## src/rtl/spi_responder_if.sv

```systemverilog
// Pin and byte-stream bundle of the flash-side SPI responder.
// The slave modport is the responder; the master modport is whoever drives the pins and consumes the bytes.
interface spi_responder_if;
    logic       spi_cs_n;
    logic       spi_clk;
    logic [3:0] spi_data_in;
    logic [3:0] spi_data_out;
    logic [3:0] spi_data_oe;
    logic [2:0] spi_mode_in;
    logic       spi_drive_in;
    logic       spi_byte_tx_strobe;
    logic [7:0] spi_byte_tx;
    logic       spi_tx_ready;
    logic       spi_tx_underrun;
    logic       spi_byte_rx_strobe;
    logic [7:0] spi_byte_rx;
    logic       spi_cs_start;
    logic       spi_cs_end;

    modport slave (
        input  spi_cs_n, spi_clk, spi_data_in, spi_mode_in, spi_drive_in,
               spi_byte_tx_strobe, spi_byte_tx,
        output spi_data_out, spi_data_oe, spi_tx_ready, spi_tx_underrun,
               spi_byte_rx_strobe, spi_byte_rx, spi_cs_start, spi_cs_end
    );

    modport master (
        output spi_cs_n, spi_clk, spi_data_in, spi_mode_in, spi_drive_in,
               spi_byte_tx_strobe, spi_byte_tx,
        input  spi_data_out, spi_data_oe, spi_tx_ready, spi_tx_underrun,
               spi_byte_rx_strobe, spi_byte_rx, spi_cs_start, spi_cs_end
    );
endinterface

```

## src/rtl/spi_responder.sv

```systemverilog
// Flash-side SPI mode-0 endpoint (single/dual/quad): synchronizes the host pins,
// assembles received bytes and shifts out bytes from a one-deep holding register.
module spi_responder #(
    parameter int unsigned SYNC_STAGES = 2
) (
    input  logic           clk,
    input  logic           reset,
    spi_responder_if.slave bus
);
    localparam logic [0:0]        IDLE      = 1'b0;
    localparam logic [0:0]        ACTIVE    = 1'b1;
    localparam int unsigned       SYNC_W    = 6;
    localparam logic [SYNC_W-1:0] SYNC_IDLE = 6'b10_0000;

    logic [SYNC_STAGES-1:0][SYNC_W-1:0] sync_q;
    logic       cs_s, sclk_s;
    logic [3:0] din_s;
    logic       cs_prev_q, sclk_prev_q;

    logic [0:0] state_q, state_d;
    logic [2:0] bits_q, bits_d;
    logic [2:0] mode_q, mode_d;
    logic       drive_q, drive_d;
    logic [6:0] rx_shift_q, rx_shift_d;
    logic [7:0] rx_byte_q, rx_byte_d;
    logic       rx_strobe_q, rx_strobe_d;
    logic [7:0] tx_shift_q, tx_shift_d;
    logic [7:0] hold_q, hold_d;
    logic       tx_ready_q, tx_ready_d;
    logic       underrun_q, underrun_d;
    logic       cs_start_q, cs_start_d;
    logic       cs_end_q, cs_end_d;
    logic [3:0] data_out_q, data_out_d;
    logic [3:0] oe_q, oe_d;

    logic       cs_fall, cs_rise, sclk_rise, sclk_fall, load_tx;
    logic [2:0] mode_in_norm, bits_sum;
    logic [7:0] rx_next, tx_next;
    logic [3:0] lanes;

    assign cs_s   = sync_q[SYNC_STAGES-1][5];
    assign sclk_s = sync_q[SYNC_STAGES-1][4];
    assign din_s  = sync_q[SYNC_STAGES-1][3:0];

    always_ff @(posedge clk) begin
        if (reset) begin
            for (int i = 0; i < int'(SYNC_STAGES); i++) sync_q[i] <= SYNC_IDLE;
            cs_prev_q   <= 1'b1;
            sclk_prev_q <= 1'b0;
            state_q     <= IDLE;
            bits_q      <= 3'd0;
            mode_q      <= 3'd1;
            drive_q     <= 1'b0;
            rx_shift_q  <= 7'd0;
            rx_byte_q   <= 8'd0;
            rx_strobe_q <= 1'b0;
            tx_shift_q  <= 8'd0;
            hold_q      <= 8'd0;
            tx_ready_q  <= 1'b1;
            underrun_q  <= 1'b0;
            cs_start_q  <= 1'b0;
            cs_end_q    <= 1'b0;
            data_out_q  <= 4'd0;
            oe_q        <= 4'd0;
        end else begin
            sync_q[0] <= {bus.spi_cs_n, bus.spi_clk, bus.spi_data_in};
            for (int i = 1; i < int'(SYNC_STAGES); i++) sync_q[i] <= sync_q[i-1];
            cs_prev_q   <= cs_s;
            sclk_prev_q <= sclk_s;
            state_q     <= state_d;
            bits_q      <= bits_d;
            mode_q      <= mode_d;
            drive_q     <= drive_d;
            rx_shift_q  <= rx_shift_d;
            rx_byte_q   <= rx_byte_d;
            rx_strobe_q <= rx_strobe_d;
            tx_shift_q  <= tx_shift_d;
            hold_q      <= hold_d;
            tx_ready_q  <= tx_ready_d;
            underrun_q  <= underrun_d;
            cs_start_q  <= cs_start_d;
            cs_end_q    <= cs_end_d;
            data_out_q  <= data_out_d;
            oe_q        <= oe_d;
        end
    end

    always_comb begin
        state_d     = state_q;
        bits_d      = bits_q;
        mode_d      = mode_q;
        drive_d     = drive_q;
        rx_shift_d  = rx_shift_q;
        rx_byte_d   = rx_byte_q;
        rx_strobe_d = 1'b0;
        tx_shift_d  = tx_shift_q;
        hold_d      = hold_q;
        tx_ready_d  = tx_ready_q;
        underrun_d  = 1'b0;
        cs_start_d  = 1'b0;
        cs_end_d    = 1'b0;
        load_tx     = 1'b0;

        cs_fall   = cs_prev_q & ~cs_s;
        cs_rise   = ~cs_prev_q & cs_s;
        sclk_rise = ~sclk_prev_q & sclk_s;
        sclk_fall = sclk_prev_q & ~sclk_s;
        bits_sum  = 3'(bits_q + mode_q);

        case (bus.spi_mode_in)
            3'd2:    mode_in_norm = 3'd2;
            3'd4:    mode_in_norm = 3'd4;
            default: mode_in_norm = 3'd1;
        endcase

        case (mode_q)
            3'd2: begin
                rx_next = {rx_shift_q[5:0], din_s[1:0]};
                tx_next = {tx_shift_q[5:0], 2'b00};
            end
            3'd4: begin
                rx_next = {rx_shift_q[3:0], din_s};
                tx_next = {tx_shift_q[3:0], 4'h0};
            end
            default: begin
                rx_next = {rx_shift_q, din_s[0]};
                tx_next = {tx_shift_q[6:0], 1'b0};
            end
        endcase

        // A !CS rise wins over any SCLK edge seen in the same cycle.
        case (state_q)
            IDLE: begin
                if (cs_fall) begin
                    state_d    = ACTIVE;
                    cs_start_d = 1'b1;
                    bits_d     = 3'd0;
                    mode_d     = mode_in_norm;
                    drive_d    = bus.spi_drive_in;
                    load_tx    = 1'b1;
                end
            end
            ACTIVE: begin
                if (cs_rise) begin
                    state_d  = IDLE;
                    cs_end_d = 1'b1;
                    bits_d   = 3'd0;
                end else if (sclk_rise) begin
                    rx_shift_d = rx_next[6:0];
                    bits_d     = bits_sum;
                    if (bits_sum == 3'd0) begin
                        rx_byte_d   = rx_next;
                        rx_strobe_d = 1'b1;
                        mode_d      = mode_in_norm;
                        drive_d     = bus.spi_drive_in;
                    end
                end else if (sclk_fall) begin
                    if (bits_q == 3'd0) load_tx = 1'b1;
                    else                tx_shift_d = tx_next;
                end
            end
            default: state_d = IDLE;
        endcase

        // An empty holding register sends 0xFF unless a strobe lands on the load cycle.
        if (load_tx) begin
            if (!tx_ready_q) begin
                tx_shift_d = hold_q;
                tx_ready_d = 1'b1;
            end else if (bus.spi_byte_tx_strobe) begin
                tx_shift_d = bus.spi_byte_tx;
            end else begin
                tx_shift_d = 8'hFF;
                underrun_d = 1'b1;
            end
        end
        if (bus.spi_byte_tx_strobe && !(load_tx && tx_ready_q)) begin
            hold_d     = bus.spi_byte_tx;
            tx_ready_d = 1'b0;
        end

        oe_d = 4'b0000;
        if (state_d == ACTIVE && drive_d) begin
            case (mode_d)
                3'd2:    oe_d = 4'b0011;
                3'd4:    oe_d = 4'b1111;
                default: oe_d = 4'b0010;
            endcase
        end
        case (mode_d)
            3'd2:    lanes = {2'b00, tx_shift_d[7:6]};
            3'd4:    lanes = tx_shift_d[7:4];
            default: lanes = {2'b00, tx_shift_d[7], 1'b0};
        endcase
        data_out_d = lanes & oe_d;
    end

    assign bus.spi_data_out       = data_out_q;
    assign bus.spi_data_oe        = oe_q;
    assign bus.spi_tx_ready       = tx_ready_q;
    assign bus.spi_tx_underrun    = underrun_q;
    assign bus.spi_byte_rx_strobe = rx_strobe_q;
    assign bus.spi_byte_rx        = rx_byte_q;
    assign bus.spi_cs_start       = cs_start_q;
    assign bus.spi_cs_end         = cs_end_q;
endmodule

```

## src/flat_wrapper.sv

```systemverilog
// flat-port wrapper written by rule: the top's interface ports become plain ports
module spi_responder_flat 
#(
    parameter int unsigned SYNC_STAGES = 2
)
  (clk, reset, bus_spi_cs_n, bus_spi_clk, bus_spi_data_in, bus_spi_mode_in, bus_spi_drive_in, bus_spi_byte_tx_strobe, bus_spi_byte_tx, bus_spi_data_out, bus_spi_data_oe, bus_spi_tx_ready, bus_spi_tx_underrun, bus_spi_byte_rx_strobe, bus_spi_byte_rx, bus_spi_cs_start, bus_spi_cs_end);
  spi_responder_if bus_i ();
  input  logic clk;
  input  logic reset;
  input wire logic [$bits(bus_i.spi_cs_n)-1:0] bus_spi_cs_n;
  input wire logic [$bits(bus_i.spi_clk)-1:0] bus_spi_clk;
  input wire logic [$bits(bus_i.spi_data_in)-1:0] bus_spi_data_in;
  input wire logic [$bits(bus_i.spi_mode_in)-1:0] bus_spi_mode_in;
  input wire logic [$bits(bus_i.spi_drive_in)-1:0] bus_spi_drive_in;
  input wire logic [$bits(bus_i.spi_byte_tx_strobe)-1:0] bus_spi_byte_tx_strobe;
  input wire logic [$bits(bus_i.spi_byte_tx)-1:0] bus_spi_byte_tx;
  output wire logic [$bits(bus_i.spi_data_out)-1:0] bus_spi_data_out;
  output wire logic [$bits(bus_i.spi_data_oe)-1:0] bus_spi_data_oe;
  output wire logic [$bits(bus_i.spi_tx_ready)-1:0] bus_spi_tx_ready;
  output wire logic [$bits(bus_i.spi_tx_underrun)-1:0] bus_spi_tx_underrun;
  output wire logic [$bits(bus_i.spi_byte_rx_strobe)-1:0] bus_spi_byte_rx_strobe;
  output wire logic [$bits(bus_i.spi_byte_rx)-1:0] bus_spi_byte_rx;
  output wire logic [$bits(bus_i.spi_cs_start)-1:0] bus_spi_cs_start;
  output wire logic [$bits(bus_i.spi_cs_end)-1:0] bus_spi_cs_end;
  assign bus_i.spi_cs_n = bus_spi_cs_n;
  assign bus_i.spi_clk = bus_spi_clk;
  assign bus_i.spi_data_in = bus_spi_data_in;
  assign bus_i.spi_mode_in = bus_spi_mode_in;
  assign bus_i.spi_drive_in = bus_spi_drive_in;
  assign bus_i.spi_byte_tx_strobe = bus_spi_byte_tx_strobe;
  assign bus_i.spi_byte_tx = bus_spi_byte_tx;
  assign bus_spi_data_out = bus_i.spi_data_out;
  assign bus_spi_data_oe = bus_i.spi_data_oe;
  assign bus_spi_tx_ready = bus_i.spi_tx_ready;
  assign bus_spi_tx_underrun = bus_i.spi_tx_underrun;
  assign bus_spi_byte_rx_strobe = bus_i.spi_byte_rx_strobe;
  assign bus_spi_byte_rx = bus_i.spi_byte_rx;
  assign bus_spi_cs_start = bus_i.spi_cs_start;
  assign bus_spi_cs_end = bus_i.spi_cs_end;
  spi_responder #(.SYNC_STAGES(SYNC_STAGES)) u_core (.clk(clk), .reset(reset), .bus(bus_i));
endmodule
```

## config.mk

```make
export PLATFORM = sky130hd
export DESIGN_NAME = spi_responder_flat
export DESIGN_NICKNAME = d
export VERILOG_FILES = /design/src/rtl/spi_responder_if.sv /design/src/rtl/spi_responder.sv /design/src/flat_wrapper.sv
export SDC_FILE = /design/constraint.sdc
export NUM_CORES = 1
export LEC_CHECK = 0
export CAP_MARGIN = 5
export CORE_AREA = 2 2 103 105
export CTS_CLUSTER_SIZE = 16
export DETAILED_ROUTE_END_ITERATION = 10
export DIE_AREA = 0 0 105 107
export SLEW_MARGIN = 20
export SYNTH_ARGS = -nofsm -noshare
export SYNTH_HDL_FRONTEND = slang
export SYNTH_SLANG_ARGS = --single-unit
```

## constraint.sdc

```tcl
create_clock -name clk -period 9.45 [get_ports clk]
set_clock_uncertainty 0.2 [all_clocks]
set_input_delay 1.89 -clock clk [delete_from_list [all_inputs] [get_ports clk]]
set_output_delay 1.89 -clock clk [all_outputs]
set_load 0.01 [all_outputs]
```

# After elaboration in Yosys (flattened, before gate mapping)
# Cells that the tools add are included.
# Widths: inputs -> output; s select.
[totals]
ff_bits = 66
in_bits = 21
out_inout_bits = 21
elab_cells = 104
[op_classes]
addsub = 1
eq_ne = 11
mux = 41
bitwise = 14
n_reduce_logical = 17
[op_table]
columns = ["cell", "count"]
rows = [
  ["$mux 8", 8],
  ["$pmux 8 s2", 2],
  ["$mux 3", 7],
  ["$pmux 3 s2", 3],
  ["$pmux 4 s2", 2],
  ["$mux 1", 15],
  ["$eq 3x2->1 const B", 3],
  ["$eq 3x3->1 const B", 3],
  ["$not 1->1", 9],
  ["$logic_not 3->1", 2],
  ["$pmux 1 s2", 3],
  ["$reduce_bool 2->1", 3],
  ["$reduce_and 5->1", 1],
  ["$and 1x1->1", 4],
  ["$and 4x4->4", 1],
  ["$mux 4", 1],
  ["$ne 2x1->1 const B", 2],
  ["$ne 2x2->1 const B", 2],
  ["$reduce_and 4->1", 1],
  ["$reduce_or 2->1", 2],
  ["$reduce_or 4->1", 1],
  ["$add 3x3->3", 1],
  ["$logic_and 1x1->1", 3],
  ["$ne 3x3->1 const B", 1],
  ["4 further kinds", 4],
]

# Depth between registers and ports, before layout
[logic_depth]
word_depth = 10
mapped_depth = 11
depth_no_buf = 9

# Worst setup path after synthesis
# No wires, ideal clock.
[synth_timing]
path_type = "input -> register"
startpoint = "in bus_spi_mode_in[2]"
endpoint = "reg u_core.data_out_q[1], in the netlist u_core.bus.spi_data_out[1]"
setup_time_ps = 115
arrival_time_ps = 2904
required_ps = 9135
slack_ps = 6230
path_stages = 6
path_buffers = 0
cell_sequence = "nand2b_1 a21oi_1 mux2_2 a32o_1 a21bo_1 and3_1"
[synth_via]
elab_chain_cells = 9
word_cells_on_any_way = 12
cone_classes = "eq/ne (4); mux (7); bitwise (1)"
[synth_lines]
columns = ["item", "line", "source"]
rows = [
  ["from (decl)", "flat_wrapper.sv:13", "input wire logic [$bits(bus_i.spi_mode_in)-1:0] bus_spi_mode_in;"],
  ["$eq 3x3->1 / $eq 3x2->1 (equally long branches)", "spi_responder.sv:110", "case (bus.spi_mode_in)"],
  ["$pmux 3 s2 (*)", "spi_responder.sv:110", ""],
  ["$mux 3", "spi_responder.sv:151", "if (bits_sum == 3'd0) begin"],
  ["$mux 3", "spi_responder.sv:148", "end else if (sclk_rise) begin"],
  ["$mux 3", "spi_responder.sv:144", "if (cs_rise) begin"],
  ["$pmux 3 s2 (*)", "spi_responder.sv:132", "case (state_q)"],
  ["$eq 3x3->1 / $eq 3x2->1 (equally long branches)", "spi_responder.sv:190", "case (mode_d)"],
  ["$pmux 4 s2 (*)", "spi_responder.sv:190", ""],
  ["$and 4x4->4 (*)", "spi_responder.sv:195", "data_out_d = lanes & oe_d;"],
  ["to (signal assigned)", "spi_responder.sv:83", "data_out_q <= data_out_d;"],
  ["to (decl)", "spi_responder.sv:33", "logic [3:0] data_out_q, data_out_d;"],
]
# Every way passes the cells marked *; elsewhere a longest branch is shown, timed or not.
# A chain may end at the register's enable or synchronous reset.

# Final worst setup path
[layout_timing]
startpoint = "reg u_core.tx_ready_q, in the netlist u_core.bus.spi_tx_ready"
endpoint = "out bus_spi_tx_ready"
[layout_lines]
columns = ["item", "line", "source"]
rows = [
  ["from (decl)", "spi_responder.sv:29", "logic tx_ready_q, tx_ready_d;"],
  ["from (signal assigned)", "spi_responder.sv:79", "tx_ready_q <= tx_ready_d;"],
  ["to (decl)", "flat_wrapper.sv:19", "output wire logic [$bits(bus_i.spi_tx_ready)-1:0] bus_spi_tx_ready;"],
]
# No word-level cell between the ends.

==> flow_summary_export.csv <==
group,metric,value,unit
synth,avgSynthCellArea,8.87,um^2
critical_path,crit_path_max_fanout,20,
timing,period_share,40.1,%
synth,synth_nets,360,
clock_network,clkTransAtPathRegs,0.07,ns
cells_and_area,n_antenna_cell,0,
critical_path,crit_buf_inv,1,
critical_path,slowest_stage,"dfxtp_1",
clock_network,cts-resized-gates,0,
synth,synth_edf_count,0,
synth,synth_top_family_by_area,"simple AND/OR/NAND/NOR gates",
critical_path,crit_chain,"clkdlybuf4s50_1",
timing,fin_tns_setup,0,ns
timing,slew_viol_final,0,
worst_hold_path,hold_depth,1,
clock_network,clk_path_buf_depth,2,
critical_path,crit_required,7.36,ns
timing,period_needed,3.79,ns
synth,synthMuxAreaShare,6.99,%
critical_path,r2r_start,"u_core.mode_q[1]",
clock_network,cts_made_buffers,9,
global_routing,grt_pass1_wl,11500,um
power,pwr-share-clk,39.7,%
timing,finalSetupViolations,0,
critical_path,end_kind,"output pin",
cells_and_area,area_growth,22.0,%
route,finalWirelength,6780,um
synth,syn-cell-area,2990,um^2
synth,ys_seq_elements,65,
worst_hold_path,worstHoldStart,"u_core.sync_q[5]",
global_routing,grt_pass1_vias,2364,
power,internal-power,0.425,mW
synth,synth_warnings,0,
synth,synth_compound_area_share,20.0,%
worst_hold_path,hold_path_class,"reg -> reg",
synth,synth_area_leader_cell,"dfxtp_1",
route,drt_pre_antenna_iters,5,
timing,slew_headroom,48.3,%
die,core_area,10100,um^2
status,status,"completed",
critical_path,reg2reg_setup_slack,5.74,ns
die,die_w,105,um
critical_path,cp_data_arrival_time,1.70,ns
cells_and_area,nNetsFinal,389,
timing,holdWs,0.220,ns
timing,tightestPinTransition,0.774,ns
placed_design,dp_hpwl,4690,um
synth,synth_simple_gate_area_share,23.1,%
cells_and_area,fillers,1077,
route,viasPerCell,4.96,
cells_and_area,seqCellArea,1300,um^2
route,vias,2509,
timing,fmax,0.264,GHz
die,die_h,107,um
placed_design,port_buffers,41,
die,dieArea,11200,um^2
power,switching_share,23.3,%
die,io_pins,42,
clock_network,clock-sinks,65,
clock_network,cts.htree.levels,3,
synth,yosys-top-cells-count,"dfxtp_1, nor2_1, nand2_1, a21oi_1, nor2b_1",
clock_network,ctsHoldBuffers,0,
power,switchingPower,0.129,mW
cells_and_area,drive_gt1_share,9.19,%
timing,rsz0062_at_grt,"false",
clock_network,cts_setup_buffers,0,
route,antenna_left,0,
critical_path,r2r-end,"u_core.bus.spi_data_out[1]",
timing,finalHoldViolCount,0,
worst_hold_path,hold_end,"u_core.cs_s",
global_routing,grt_remaining_overflow,0,
die,row_count,37,
placed_design,post_dp_cell_area,3470,um^2
die,start_util,29.6,%
global_routing,grt_max_degree,59,
clock_network,cts_tree,"yes",
global_routing,antenna_found_initial,0,
synth,synth_cell_types,62,
route,wl_per_cell,13.4,um
synth,async_flop_share,0,%
power,power_frac_comb,8.2,%
synth,yosysMostFrequentCell,"dfxtp_1",
power,leakage,1.34,nW
placed_design,routabilityCongestion,0.795,
job,drv_cap,0,
synth,synthTopCellsByArea,"dfxtp_1, mux2i_1, nor2_1",
cells_and_area,multi_input_area,1560,um^2
synth,syn_inst,337,
clock_network,insertion_delay,0.33,ns
clock_network,root_buffer,"clkbuf_8",
critical_path,ff2ff_path_depth,8,
power,p_seq_share,52.1,%
route,drt_iter0_drc,139,
synth,synth_top_area_share,43.5,%
critical_path,cp_top_family,"flip-flops",
global_routing,gr-usage-all-layers,12.7,%
critical_path,path_class,"reg -> out",
route,post-route-drc-count,0,
synth,ys_dominant_reg_cell,"dfxtp_1",
power,powerDensity,152,nW/um^2
critical_path,critPathMaxStageDelay,0.71,ns
synth,synth_adder_area_share,1.09,%
power,peakVddDrop,0.0000615,V
critical_path,crit_path_start_kind,"flip-flop",
synth,synth-xor-area-share,0.837,%
cells_and_area,final_cell_area,3650,um^2
synth,synth_seq_area_share,43.5,%
kinds of logic after synthesis:
family,Yosys count
AND/OR/NAND/NOR,130
XOR/XNOR,2
AO/OA/AOI/OAI,87
multiplexers,19
flip-flops,65
buffers and inverters,32
adder cells (fa/ha/maj),2
worst register-to-register path: cells and delay by family (launching register included):
kind | cells | cell delay (ns)
AO/OA/AOI/OAI | 2 | 0.62
flip-flops | 1 | 0.63
AND/OR/NAND/NOR | 3 | 0.92
multiplexers | 1 | 0.22
buffers and inverters | 1 | 0.38
adder cells (fa/ha/maj) | 1 | 0.63
power groups by stage:
stage | clock network (mW) | registers (mW) | logic (mW)
finish | 0.220 | 0.289 | 0.0457
global route | 0.238 | 0.290 | 0.0507
CTS | 0.229 | 0.289 | 0.0460
detailed placement | 0 | 0.295 | 0.0458
global placement | 0 | 0.295 | 0.0451
floorplan | 0 | 0.291 | 0.0322
sequential cells by signal, indices dropped and copies added (netlist names), 3 cells and up:
register,flops
u_core.bus.spi_byte_rx,8
u_core.rx_shift_q,7
u_core.sync_q,6
u_core.bits_q,3
u_core.tx_shift_q,8
u_core.din_s,4
u_core.hold_q,8
u_core.bus.spi_data_out,4
u_core.mode_q,3
u_core.bus.spi_data_oe,3
layout make-up:
type | instances | share of cell area, %
clock buffer | 12 | 3.70
clock inverter | 3 | 1.17
inverter | 8 | 0.823
multi-input combinational | 240 | 42.6
sequential | 65 | 35.7
tap | 136 | 4.67
timing repair buffer | 42 | 11.3
routing by layer:
layer / GRT usage (%) / part of all wire (%) / vias up
li1: - / - / 1253
met1: 16.7 / 47 / 1181
met2: 19.2 / 47 / 66
met3: 3.34 / 5.0 / 9
met4: 6.29 / 1.3 / 0
met5: 0 / 0 / -
cell usage in the layout, fill, tap and decap left out, types with 2 or more instances in the layout:
cell             netlist  final
dfxtp_1               65     65
clkdlybuf4s50_1        0     40
nor2_1                38     38
nand2_1               29     29
a21oi_1               26     26
nor2b_1               19     19
mux2i_1               16     16
o22ai_1               15     15
clkbuf_8               0      9
inv_1                  8      8
nand3b_1               8      8
o21ai_0                8      8
nand2b_1               6      6
or2_2                  4      4
o21bai_1               4      4
nor3_1                 4      4
a31oi_1                4      4
o211ai_1               4      4
nand3_1                4      4
and3_1                 3      3
o221ai_1               3      3
a2bb2oi_1              3      3
clkbuf_1              15      3
or3b_1                 2      2
o311a_1                2      2
nor3_2                 2      2
a211oi_1               2      2
stage by stage:
stage               power, mW  setup WS [ns]  cells  utilization, %
floorplan               0.324           6.23    337               -
global placement        0.340           5.68    491            34.4
detailed placement      0.341           5.65    491            34.4
CTS                     0.563           5.65    506            36.1
global route            0.579           5.54    506            36.1
finish                  0.555           5.66    506            36.1
how the worst max path moves through the flow:
stage               slack (ns)  cells past startpoint               startpoint                    endpoint
finish                    5.66                      1  u_core.bus.spi_tx_ready            bus_spi_tx_ready
global route              5.54                      8         u_core.mode_q[1]  u_core.bus.spi_data_out[1]
CTS                       5.65                      1  u_core.bus.spi_tx_ready            bus_spi_tx_ready
detailed placement        5.65                      6   bus_spi_byte_tx_strobe  u_core.bus.spi_data_out[0]
floorplan                 6.23                      6       bus_spi_mode_in[2]  u_core.bus.spi_data_out[1]
global placement          5.68                      7       bus_spi_mode_in[1]  u_core.bus.spi_data_out[1]
No activity file was read; power rests on OpenSTA's default activity.
